--- config.mk ---
export PLATFORM = sky130hd
export DESIGN_NAME = priority_event_encoder_8to3
export DESIGN_NICKNAME = d
export VERILOG_FILES = /design/src/rtl/priority_event_encoder_8to3.sv
export SDC_FILE = /design/constraint.sdc
export NUM_CORES = 1
export LEC_CHECK = 0
export BUFFER_PORTS_ARGS = -buffer_cell sky130_fd_sc_hd__buf_2
export CAP_MARGIN = 5
export CORE_MARGIN = 2
export CORE_UTILIZATION = 45
export DETAILED_ROUTE_END_ITERATION = 16
export PLACE_DENSITY = 0.83
export SLEW_MARGIN = 20
export SYNTH_ARGS = -nofsm -noshare
export SYNTH_HDL_FRONTEND = slang
export SYNTH_SLANG_ARGS = --single-unit
--- constraint.sdc ---
create_clock -name clk -period 1.95 [get_ports clk]
set_input_delay 0.0975 -clock clk [delete_from_list [all_inputs] [get_ports clk]]
set_output_delay 0.0975 -clock clk [all_outputs]
set_load 0.005 [all_outputs]
--- src/rtl/priority_event_encoder_8to3.sv ---
// Collects one-hot events into a pending register and serves them
// one at a time, in priority order, as a 3-bit index over valid/ready.
module priority_event_encoder_8to3 #(
    parameter bit HIGH_FIRST = 1'b1
) (
    input  logic       clk,
    input  logic       rst,
    input  logic       en,
    input  logic [7:0] req,
    input  logic       clr_ovf,
    input  logic       ready,
    output logic [2:0] code,
    output logic       valid,
    output logic [7:0] pending,
    output logic       overflow
);

    typedef enum logic {
        ST_IDLE = 1'b0,
        ST_SEND = 1'b1
    } state_t;

    state_t     r_state;
    state_t     w_state_nxt;

    logic [7:0] r_pending;
    logic [2:0] r_code;
    logic       r_ovf;

    logic [7:0] w_set_vec;
    logic [7:0] w_clr_vec;
    logic [7:0] w_pend_nxt;
    logic [7:0] w_collide;
    logic       w_any;
    logic       w_valid;
    logic       w_accept;
    logic       w_load;
    logic [2:0] w_sel;

    // Gate incoming requests with the capture enable
    always_comb begin
        w_set_vec = en ? req : 8'h00;
    end

    // Pick the highest-priority bit of the registered pending value only
    always_comb begin
        w_sel = 3'd0;
        if (HIGH_FIRST) begin
            for (int i = 0; i < 8; i++) begin
                if (r_pending[i]) begin
                    w_sel = 3'(i);
                end
            end
        end else begin
            for (int i = 7; i >= 0; i--) begin
                if (r_pending[i]) begin
                    w_sel = 3'(i);
                end
            end
        end
    end

    // FSM state register
    always_ff @(posedge clk) begin
        if (rst) begin
            r_state <= ST_IDLE;
        end else begin
            r_state <= w_state_nxt;
        end
    end

    // FSM next-state: reload while work remains, drop to idle when drained
    always_comb begin
        w_state_nxt = r_state;
        case (r_state)
            ST_IDLE: begin
                if (w_load) begin
                    w_state_nxt = ST_SEND;
                end
            end
            ST_SEND: begin
                if (ready && !w_any) begin
                    w_state_nxt = ST_IDLE;
                end
            end
            default: w_state_nxt = ST_IDLE;
        endcase
    end

    // FSM outputs: handshake, load strobe and the bit to retire
    always_comb begin
        w_any     = |r_pending;
        w_valid   = (r_state == ST_SEND);
        w_accept  = w_valid && ready;
        w_load    = ((r_state == ST_IDLE) || w_accept) && w_any;
        w_clr_vec = 8'h00;
        if (w_load) begin
            w_clr_vec = 8'h01 << w_sel;
        end
    end

    // Next pending value; a same-cycle set beats the serve clear
    always_comb begin
        w_pend_nxt = (r_pending & ~w_clr_vec) | w_set_vec;
        w_collide  = w_set_vec & r_pending & ~w_clr_vec;
    end

    // Pending register
    always_ff @(posedge clk) begin
        if (rst) begin
            r_pending <= 8'h00;
        end else begin
            r_pending <= w_pend_nxt;
        end
    end

    // Code register: only moves on a load, holds through stalls and idle
    always_ff @(posedge clk) begin
        if (rst) begin
            r_code <= 3'd0;
        end else if (w_load) begin
            r_code <= w_sel;
        end
    end

    // Sticky overflow; a new collision outranks the clear request
    always_ff @(posedge clk) begin
        if (rst) begin
            r_ovf <= 1'b0;
        end else if (|w_collide) begin
            r_ovf <= 1'b1;
        end else if (clr_ovf) begin
            r_ovf <= 1'b0;
        end
    end

    assign code     = r_code;
    assign valid    = w_valid;
    assign pending  = r_pending;
    assign overflow = r_ovf;

endmodule

## Word-level counts from Yosys, hierarchy flattened

Index checks and enable logic that the tools add are counted.

- Shifts and indexed selects: 1
- Reductions and logical operators: 8
- Mux-type cells: 14
- Bitwise gates (word level): 6

Operator list:

| operator | number |
|---|---|
| AND 8 bit | 3 |
| two-way mux 3 bit | 6 |
| two-way mux 8 bit | 2 |
| OR reduction 8 bit | 2 |
| inverter 8 bit | 1 |
| bitwise OR 8 bit | 1 |
| << shifter 1 x 3 -> 8 bit, first input constant | 1 |
| two-way mux 1 bit | 5 |
| logical AND 1 bit | 3 |
| case mux 1 bit (2 select lines) | 1 |
| nonzero test 2 bit | 1 |
| zero test 1 bit | 1 |
| logical OR 1 bit | 1 |
| inverter 1 bit | 1 |

- Output and inout bits: 13
- Word-level logic and storage cells: 33
- Input bits: 13
- Register bits after elaboration: 13

## Depth between registers and ports, before layout

Gate-level depths: netlist (run 1).

- Word-level depth: 13
- Mapped depth: 5
- Depth with buffers taken out: 4

## Worst setup path after synthesis (run 1)

OpenSTA, ideal clock, no wires.

- Path type: register to register
- Start point: register r_pending[6], in the netlist pending[6]
- End point: register r_ovf, in the netlist overflow
- Library setup time: 0.135 ns
- Required time: 1.815 ns
- Period minus slack after synthesis: 1.435 ns
- Buffers on the path: 0
- Cell stages (with the launch flop): 5
- Slack: 0.515 ns
- Arrival time: 1.300 ns
- Path through: dfxtp_1 -> or4_4 -> o2111ai_1 -> o211a_1 -> a41oi_1

- Longest elaborated chain between the ends: 8
- Elaborated cells on any way between the ends: 12
- Those cells by class: 1 x shift; 4 x mux; 3 x bitwise; 4 x reduce/logical

RTL lines:

| element | line | RTL |
|---|---|---|
| start, declared | 26 | `logic [7:0] r_pending;` |
| start signal, assigned | 113 | `r_pending <= w_pend_nxt;` |
| two-way mux 3 bit (2 in series) | 50 | `if (r_pending[i]) begin` |
| << shifter 1 x 3 -> 8 bit | 98 | `w_clr_vec = 8'h01 << w_sel;` |
| two-way mux 8 bit | 97 | `if (w_load) begin` |
| inverter 8 bit | 105 | `w_collide = w_set_vec & r_pending & ~w_clr_vec;` |
| AND 8 bit (*) | 105 |  |
| OR reduction 8 bit (*) | 130 | `end else if (\|w_collide) begin` |
| two-way mux 1 bit or nonzero test 2 bit (tied branches) | - |  |
| end signal, assigned | 129 | `r_ovf <= 1'b0;` |
| end signal, assigned | 131 | `r_ovf <= 1'b1;` |
| end signal, assigned | 133 | `r_ovf <= 1'b0;` |
| end, declared | 28 | `logic r_ovf;` |

Mark *: on every way between the ends. The rest lies on a longest branch, timed or not.
A chain may end at the register's enable or synchronous reset.

## Worst setup path in the final report (run 1)

- Start point: register r_pending[3], in the netlist pending[3]
- End point: register r_code[1], in the netlist code[1]

- Longest elaborated chain between the ends: 5
- Elaborated cells on any way between the ends: 7
- Those cells by class: 5 x mux; 2 x reduce/logical

RTL lines:

| element | line | RTL |
|---|---|---|
| two-way mux 3 bit (5 in series) | 50 |  |
| end signal, assigned | 122 | `r_code <= w_sel;` |
| end, declared | 27 | `logic [2:0] r_code;` |

Several ways; a longest one is shown, not always the timed one.

==> run metrics, run 1 <==
port bufs=25; Via Count=702; yosys warns=0; drt first-iter violations=25; largest net degree at the start of global routing=15; # resized after CTS=0; Sw Ratio=between 20 and 30%; sequential area share after synthesis=41.3%; Site Rows=13; max_slew headroom=62.2%; outcome=complete, no violations; WS Path Type=reg -> reg; Global Route Usage Sum=roughly a fifth; core area=0.00130 mm²; Layout Area Growth over Synthesis=25.0%; initial antenna violation count=0; Final period util=79.7%; fillers=130; fmax=approximately 0.64 GHz; most frequent cells in the layout=buf_2 (25), dfxtp_1 (13), nand2_1 (8), nor2_1 (8), a21oi_1 (8); Hold EP=pending[0]$_SDFF_PP0_; share of cells above drive strength 1=29.1%; Final Hold Viols=0; 1st-pass router iterations=4; # IOs=26; Max clock buf depth=2; synthesized area=631 µm²; Psw=about 0.18 mW; VDD IR max=0.437 mV; total nets after synthesis=90; fin nets=117; Die Wd=about 41 µm; Final min period=1.55 ns; Critical Path Sink Type=register; Comb power frac=21.2%; Crit path required time=approximately 2.1 ns; Slew Limit Fails=0; Synth top area share=41.3%; Starting Density=approximately half; most common cell after layout, fill and taps aside=buf_2; Total Power=slightly above 0.6 mW; WL/cell=roughly 14 µm; worst reg2reg path depth=3; Routed Antenna Nets=0; Internal=between 0.4 and 0.5 mW; ranking of synthesized cells by area=dfxtp_1 (41%), a21oi_1 (6.3%), o21ai_0 (4.8%); leading area contributor after synthesis=dfxtp_1; LEAKAGE=0.358 nW; CTS tree=done; Distinct cells, synth=26; r2r endpoint=code[1]$_SDFFE_PP0P_; Worst-path clk slew=0.08 ns; Inserted Diodes=0; vias in the first global route=668; Setup Viol. Count Final=0; sequential share of power=51.4%; htree depth=1; Worst Skew=0.00388 ns; die area=0.00172 mm²; residual DRC count=0; crit path DAT=around 1.7 ns; Tightest Hold Check Type=in -> reg; worst-margin pin slew=0.562 ns; root cell of the clock tree=clkbuf_4; Power per Cell Area=about 770 mW/mm²; first-pass GRT wire length=2770 µm; Mapped Avg Cell Area=8.19 µm²; hold path start=req[0]; GPL Wtd Cong=0.843; Mapped Cells=77; Hold Path Depth=3; hpwl dp=1230 µm; Die Ht=41.4 µm; Worst-Skew Late Latency=0.27 ns; crit start category=register; Clk network pwr share=between 20% and 30%; # clock sinks=13; vias per inst=5.95; cts hold-fix bufs=0; RSZ-0062 raised after global routing=false; Max-cap violations=0; CTS buffer count=3; Post-CTS Setup Repair Bufs=0; setup TNS=0 ns; FF-to-FF Start=pending[3]$_SDFF_PP0_; grt total ovfl=0; R2R setup slack=0.40 ns; Critical Path Fanout Max=10; final wirelength=1610 µm; number of synthesized register bits=13
-- synthesized netlist by cell type --
cell	count
o211a_1	2
buf_2	1
nor2_1	8
or2_2	1
o21bai_1	1
o311a_1	1
nor4_1	2
a31oi_1	1
or4_4	1
nand2b_1	2
o21ai_1	1
nand3b_1	1
nand2_1	8
o2111ai_1	3
dfxtp_1	13
a311oi_1	2
or3_1	1
nand4_1	2
o221ai_1	1
a22oi_1	3
clkbuf_1	2
inv_1	3
nor2b_1	1
a41oi_1	2
o21ai_0	6
a21oi_1	8
-- how the worst max path moves through the flow --
| stage | from | end | depth (start not counted) |
|---|---|---|---|
| finish | pending[3]$_SDFF_PP0_ | code[1]$_SDFFE_PP0P_ | 3 |
| CTS | pending[3]$_SDFF_PP0_ | code[1]$_SDFFE_PP0P_ | 3 |
| global placement | pending[6]$_SDFF_PP0_ | overflow$_SDFFE_PP0P_ | 4 |
| floorplan | pending[6]$_SDFF_PP0_ | overflow$_SDFFE_PP0P_ | 4 |
| detailed placement | pending[3]$_SDFF_PP0_ | code[1]$_SDFFE_PP0P_ | 3 |
| global route | pending[3]$_SDFF_PP0_ | code[1]$_SDFFE_PP0P_ | 3 |
-- critical path, cell delays in order, from the launching register on --
cell,delay [ns]
dfxtp_1,0.40
nor4_1,0.55
a21oi_1,0.24
a311oi_1,0.28
-- cell families after synthesis --
kind of cell	share of synthesized area, %
compound gates	33.5
simple gates	21.4
flops	41.3
buf+inv	3.77
-- registers in the layout, indices dropped and copies added (netlist names) --
signal and count:
pending 8, overflow 1, valid 1, code 3
-- power groups by stage --
stage	clock (mW)	sequential [mW]	combinational, mW
after global routing	0.175	0.317	0.144
after floorplan	0	0.316	0.0760
after global placement	0	0.317	0.126
after detailed placement	0	0.318	0.129
final	0.167	0.312	0.129
after CTS	0.167	0.312	0.129
-- layout make-up --
class                      count  area [µm²]  share of cell area [%]
timing repair buffer          25         125                    15.9
tap                           15        18.8                    2.38
sequential                    13         260                    33.0
multi-input combinational     58         347                    44.0
inverter                       3        11.3                    1.43
clock buffer                   4        26.3                    3.33
-- per-stage QoR --
step / hold WS [ns] / cells / utilization [%] / worst slack [ns] / instance area, µm²
4_1_cts: 0.0839 / 118 / 60.6 / 0.391 / 788
3_5_place_dp: 0.370 / 114 / 58.6 / 0.430 / 762
2_1_floorplan: 0.170 / 77 / - / 0.515 / 631
6_report: 0.0810 / 118 / 60.6 / 0.396 / 788
5_1_grt: 0.107 / 118 / 60.6 / 0.268 / 788
3_3_place_gp: 0.364 / 114 / 58.6 / 0.465 / 762
-- routing by layer --
metal  routed length (µm)  global-route usage, %  share of wire (%)  vias to the layer above
met4                   46                   10.3                2.9                        0
met1                  699                   23.8                 44                      321
met2                  749                   33.4                 47                       30
met3                  111                   3.91                6.9                        6
met5                    0                      0                  0                        -
li1                     -                      -                  -                      345
Power figures use the tool's default switching activity.
==> run 2: changes to the inputs <==
--- a/config.mk
+++ b/config.mk
@@ -8,9 +8,9 @@
 export BUFFER_PORTS_ARGS = -buffer_cell sky130_fd_sc_hd__buf_2
 export CAP_MARGIN = 5
 export CORE_MARGIN = 2
-export CORE_UTILIZATION = 45
+export CORE_UTILIZATION = 40
 export DETAILED_ROUTE_END_ITERATION = 16
-export PLACE_DENSITY = 0.83
+export PLACE_DENSITY = 0.78
 export SLEW_MARGIN = 20
 export SYNTH_ARGS = -nofsm -noshare
 export SYNTH_HDL_FRONTEND = slang
==> constraint.sdc (replaced) <==
create_clock -name clk -period 1.4 [get_ports clk]
set_input_delay 0.07 -clock clk [delete_from_list [all_inputs] [get_ports clk]]
set_output_delay 0.07 -clock clk [all_outputs]
set_load 0.005 [all_outputs]
==> run metrics, run 2 (synthesis results as in run 1) <==
outcome=complete, but fails checks (was complete, no violations); failing checks=setup timing; Tightest Hold Check Type=in -> reg (unchanged); Starting Density=42.4% (was 48.5%); fin nets=129 (was 117); htree depth=1 (unchanged); fmax=0.663 GHz (was 0.644 GHz); # IOs=26 (unchanged); most common cell after layout, fill and taps aside=buf_2 (unchanged); 1st-pass router iterations=4 (unchanged); LEAKAGE=0.422 nW (was 0.358 nW); Max-cap violations=0 (unchanged); Critical Path Fanout Max=4 (was 10); Global Route Usage Sum=20.6% (was 19.9%); crit start category=register (unchanged); worst reg2reg path depth=4 (was 3); core area=0.00149 mm² (was 0.00130 mm²); root cell of the clock tree=clkbuf_4 (unchanged); drt first-iter violations=29 (was 25); Setup Viol. Count Final=1 (was 0); Final min period=1.51 ns (was 1.55 ns); pre-CTS WS=-0.0748 ns (was 0.430 ns); Max clock buf depth=2 (unchanged); Routed Antenna Nets=0 (unchanged); share of cells above drive strength 1=41.7% (was 29.1%); grt total ovfl=0 (unchanged); max_slew headroom=73.6% (was 62.2%); Critical Path Sink Type=register (unchanged); Hold Path Depth=3 (unchanged); vias in the first global route=701 (was 668); most frequent cells in the layout=buf_2 (25), buf_4 (12), dfxtp_1 (11) (was buf_2 (25), dfxtp_1 (13), nand2_1 (8), nor2_1 (8), a21oi_1 (8)); Power per Cell Area=991 mW/mm² (was 771 mW/mm²); Die Wd=43.7 µm (was 41.4 µm); Worst Setup Slack, final=-0.108 ns (was 0.396 ns); crit path DAT=1.66 ns (was 1.74 ns); Inserted Diodes=0 (unchanged); Worst Skew=0.00450 ns (was 0.00388 ns); number of cells after detailed placement=127 (was 114); CTS buffer count=3 (unchanged); worst-margin pin slew=0.392 ns (was 0.562 ns); WS Path Type=reg -> reg (unchanged); final wirelength=1850 µm (was 1610 µm); max FFs per register=8 (unchanged); GPL Wtd Cong=0.821 (was 0.843); Site Rows=14 (was 13); Via Count=753 (was 702); Worst-path clk slew=0.08 ns (about the same); VDD IR max=0.606 mV (was 0.437 mV); vias per inst=5.75 (was 5.95); CTS tree=done (unchanged); # clock sinks=13 (unchanged); initial antenna violation count=0 (unchanged); port bufs=25 (unchanged); Layout Cells excl Fill=131 (was 118); Layout Area Growth over Synthesis=43.1% (was 25.0%); hpwl dp=1460 µm (was 1230 µm); Worst-Skew Late Latency=0.28 ns (was 0.27 ns); fillers=134 (was 130); Post-CTS Setup Repair Bufs=0 (unchanged); Final Hold Viols=0 (unchanged); WL/cell=14.1 µm (was 13.6 µm); largest net degree at the start of global routing=15 (unchanged); Die Ht=43.7 µm (was 41.4 µm); Slew Limit Fails=0 (unchanged); first-pass GRT wire length=2910 µm (was 2770 µm); die area=0.00191 mm² (was 0.00172 mm²); Crit path required time=1.56 ns (was 2.14 ns); RSZ-0062 raised after global routing=true (was false); Final period util=108% (was 79.7%); residual DRC count=0 (unchanged)
run 2: layout make-up:
cell class | instances | area [µm²] | share of cell area [%]
multi-input combinational | 58 | 367 | 40.6
sequential | 13 | 263 | 29.1
timing repair buffer | 37 | 215 | 23.9
clock buffer | 4 | 26.3 | 2.91
tap | 16 | 20.0 | 2.22
inverter | 3 | 11.3 | 1.25
run 2: where the power goes:
part	switching [mW]	internal (mW)	total [mW]
Sequential	0.0257	0.403	0.428
Combinational	0.118	0.115	0.233
Clock	0.122	0.111	0.233
Total	0.265	0.628	0.894
run 2: what timing repair did:
action,4_1_cts,5_1_grt
hold buffers,0,0
pin swaps,1,3
gates resized for setup,1,2
endpoints found under the setup margin,2,4
run 2: metrics by stage:
stage	hold WS, ns	setup TNS [ns]	total power, mW	cell area (µm²)	util, %
5_1_grt	0.0586	-0.359	0.949	902	60.6
3_5_place_dp	0.338	-0.0748	0.662	862	57.9
2_1_floorplan	0.142	-0.0176	0.548	639	-
6_report	0.0460	-0.108	0.894	902	60.6
3_3_place_gp	0.332	-0.0255	0.657	862	57.9
4_1_cts	0.0437	-0.113	0.895	896	60.2
run 2: critical path: stages, from the launching register on:
cell and delay (ns):
dfxtp_2 0.34, or4_4 0.56, o211a_1 0.25, o21ai_2 0.13, a41oi_2 0.10
run 2: worst paths after layout:
check,from,endpoint,slack [ns]
max,pending[7]$_SDFF_PP0_,overflow$_SDFFE_PP0P_,-0.11
min,req[0],pending[0]$_SDFF_PP0_,0.05
max reg2reg,pending[7]$_SDFF_PP0_,overflow$_SDFFE_PP0P_,-0.11
min reg2reg,code[2]$_SDFFE_PP0P_,code[2]$_SDFFE_PP0P_,0.48
run 2: per-layer routing:
layer,GRT usage (%),vias up,routed length (µm)
met5,0,-,0
met4,13.9,0,76
met3,4.17,9,115
met2,32.9,37,874
met1,24.7,337,783
li1,-,370,-
==> run 3: changes to the inputs <==
--- a/config.mk
+++ b/config.mk
@@ -7,10 +7,11 @@
 export LEC_CHECK = 0
 export BUFFER_PORTS_ARGS = -buffer_cell sky130_fd_sc_hd__buf_2
 export CAP_MARGIN = 5
-export CORE_MARGIN = 2
+export CORE_MARGIN = 3
 export CORE_UTILIZATION = 40
 export DETAILED_ROUTE_END_ITERATION = 16
 export PLACE_DENSITY = 0.78
+export SKIP_LAST_GASP = 1
 export SLEW_MARGIN = 20
 export SYNTH_ARGS = -nofsm -noshare
 export SYNTH_HDL_FRONTEND = slang
==> run metrics, run 3 (synthesis results as in run 1) <==
outcome=complete, but fails checks (unchanged); failing checks=setup timing (unchanged); Tightest Hold Check Type=in -> reg (unchanged); R2R setup slack=-0.08 ns (was -0.11 ns); Die Wd=45.7 µm (was 43.7 µm); Worst-path clk slew=0.08 ns (about the same); # clock sinks=13 (unchanged); Global Route Usage Sum=18.9% (was 20.6%); setup TNS=-0.0812 ns (was -0.108 ns); Final min period=1.48 ns (was 1.51 ns); Worst-Skew Late Latency=0.28 ns (about the same); root cell of the clock tree=clkbuf_4 (unchanged); WL/cell=13.8 µm (was 14.1 µm); Max-cap violations=0 (unchanged); Via Count=736 (was 753); die area=0.00209 mm² (was 0.00191 mm²); Critical Path Sink Type=register (unchanged); CTS buffer count=3 (unchanged); Critical Path Fanout Max=4 (unchanged); first-pass GRT wire length=2790 µm (was 2910 µm); WS Path Type=reg -> reg (unchanged); cts hold-fix bufs=0 (unchanged); Site Rows=13 (was 14); share of cells above drive strength 1=43.5% (was 41.7%); Final period util=106% (was 108%); grt total ovfl=0 (unchanged); final wirelength=1800 µm (was 1850 µm); htree depth=1 (unchanged); hold path start=req[0] (unchanged); Worst Setup Slack, final=-0.0812 ns (was -0.108 ns); crit path DAT=1.64 ns (was 1.66 ns); port bufs=25 (unchanged); Layout Area Growth over Synthesis=44.8% (was 43.1%); Crit path required time=1.56 ns (about the same); Worst Skew=0.00556 ns (was 0.00450 ns); fmax=0.675 GHz (was 0.663 GHz); Setup Viol. Count Final=1 (unchanged); CTS tree=done (unchanged); vias per inst=5.66 (was 5.75); worst-margin pin slew=0.312 ns (was 0.392 ns); worst reg2reg path depth=6 (was 4); Power per Cell Area=978 mW/mm² (was 991 mW/mm²); FF-to-FF Start=pending[7]$_SDFF_PP0_ (unchanged); multi-input logic area=375 µm² (was 367 µm²); max_slew headroom=78.9% (was 73.6%); core area=0.00138 mm² (was 0.00149 mm²); worst hold slack=0.0417 ns (was 0.0460 ns); most frequent cells in the layout=buf_2 (25), buf_4 (12), dfxtp_1 (11) (unchanged); RSZ-0062 raised after global routing=true (unchanged); LEAKAGE=0.427 nW (was 0.422 nW); Inserted Diodes=0 (unchanged); most common cell after layout, fill and taps aside=buf_2 (unchanged); GPL Wtd Cong=0.866 (was 0.821); vias in the first global route=619 (was 701); Slew Limit Fails=0 (unchanged); drt first-iter violations=26 (was 29); Hold EP=pending[0]$_SDFF_PP0_ (unchanged); hpwl dp=1340 µm (was 1460 µm); register area=265 µm² (was 263 µm²); Die Ht=45.7 µm (was 43.7 µm); largest net degree at the start of global routing=15 (unchanged); initial antenna violation count=0 (unchanged); Starting Density=45.6% (was 42.4%); residual DRC count=0 (unchanged); max FFs per register=8 (unchanged); 1st-pass router iterations=4 (unchanged); fillers=117 (was 134); Hold Path Depth=3 (unchanged); r2r endpoint=overflow$_SDFFE_PP0P_ (unchanged); Routed Antenna Nets=0 (unchanged); crit start category=register (unchanged); fin nets=129 (unchanged); Final Hold Viols=0 (unchanged); final core utilization=66.1% (was 60.6%); VDD IR max=0.819 mV (was 0.606 mV); # IOs=26 (unchanged); Max clock buf depth=2 (unchanged)
[run 3: changes by cell type in the layout (fill, tap and decap cells not counted), sizes merged]
cell	delta
clkbuf	-1
clkinv	+1
[run 3: what timing repair did]
item | in CTS | in global routing
setup buffers | 2 | 0
gates resized for setup | 2 | 3
endpoints found under the setup margin | 3 | 5
pin swaps | 0 | 1
[run 3: power breakdown]
part | switching, mW | internal [mW]
sequential | 0.0262 | 0.401
combinational | 0.117 | 0.115
clock | 0.128 | 0.106
[run 3: per-stage QoR]
step                area, µm²  power, mW  worst slack [ns]  instances
finish                    913      0.893           -0.0812        130
detailed placement        846      0.654           -0.0228        124
global route              913      0.949            -0.151        130
CTS                       893      0.886           -0.0501        130
global placement          846      0.649          -0.00904        124
floorplan                 639      0.548           -0.0176         77
[run 3: critical path: stages (launching register included)]
cell and delay [ns]:
dfxtp_4 0.36, buf_4 0.14, buf_4 0.12, nor2_1 0.12
nand4_1 0.21, a41oi_2 0.27, a41oi_1 0.13
[run 3: cell type report]
cell class | count | share of cell area, %
Multi-Input combinational cell | 58 | 41.1
Tap cell | 15 | 2.05
Inverter | 3 | 1.23
Sequential cell | 13 | 29.0
Timing Repair Buffer | 37 | 23.6
Clock inverter | 1 | 0.548
Clock buffer | 3 | 2.47
[run 3: worst max path at each step]
stage | depth (start not counted) | end | from | slack (ns)
2_1_floorplan | 4 | overflow$_SDFFE_PP0P_ | pending[4]$_SDFF_PP0_ | -0.02
5_1_grt | 6 | overflow$_SDFFE_PP0P_ | pending[7]$_SDFF_PP0_ | -0.15
3_5_place_dp | 4 | overflow$_SDFFE_PP0P_ | pending[6]$_SDFF_PP0_ | -0.02
3_3_place_gp | 4 | overflow$_SDFFE_PP0P_ | valid$_SDFF_PP0_ | -0.009
4_1_cts | 4 | code[0]$_SDFFE_PP0P_ | pending[6]$_SDFF_PP0_ | -0.05
6_report | 6 | overflow$_SDFFE_PP0P_ | pending[7]$_SDFF_PP0_ | -0.08
[run 3: routing by layer]
metal	global-route usage [%]	part of all wire [%]
met1	24.4	44
met2	29.2	49
met3	7.11	6.5
met4	5.11	0.50
met5	0	0
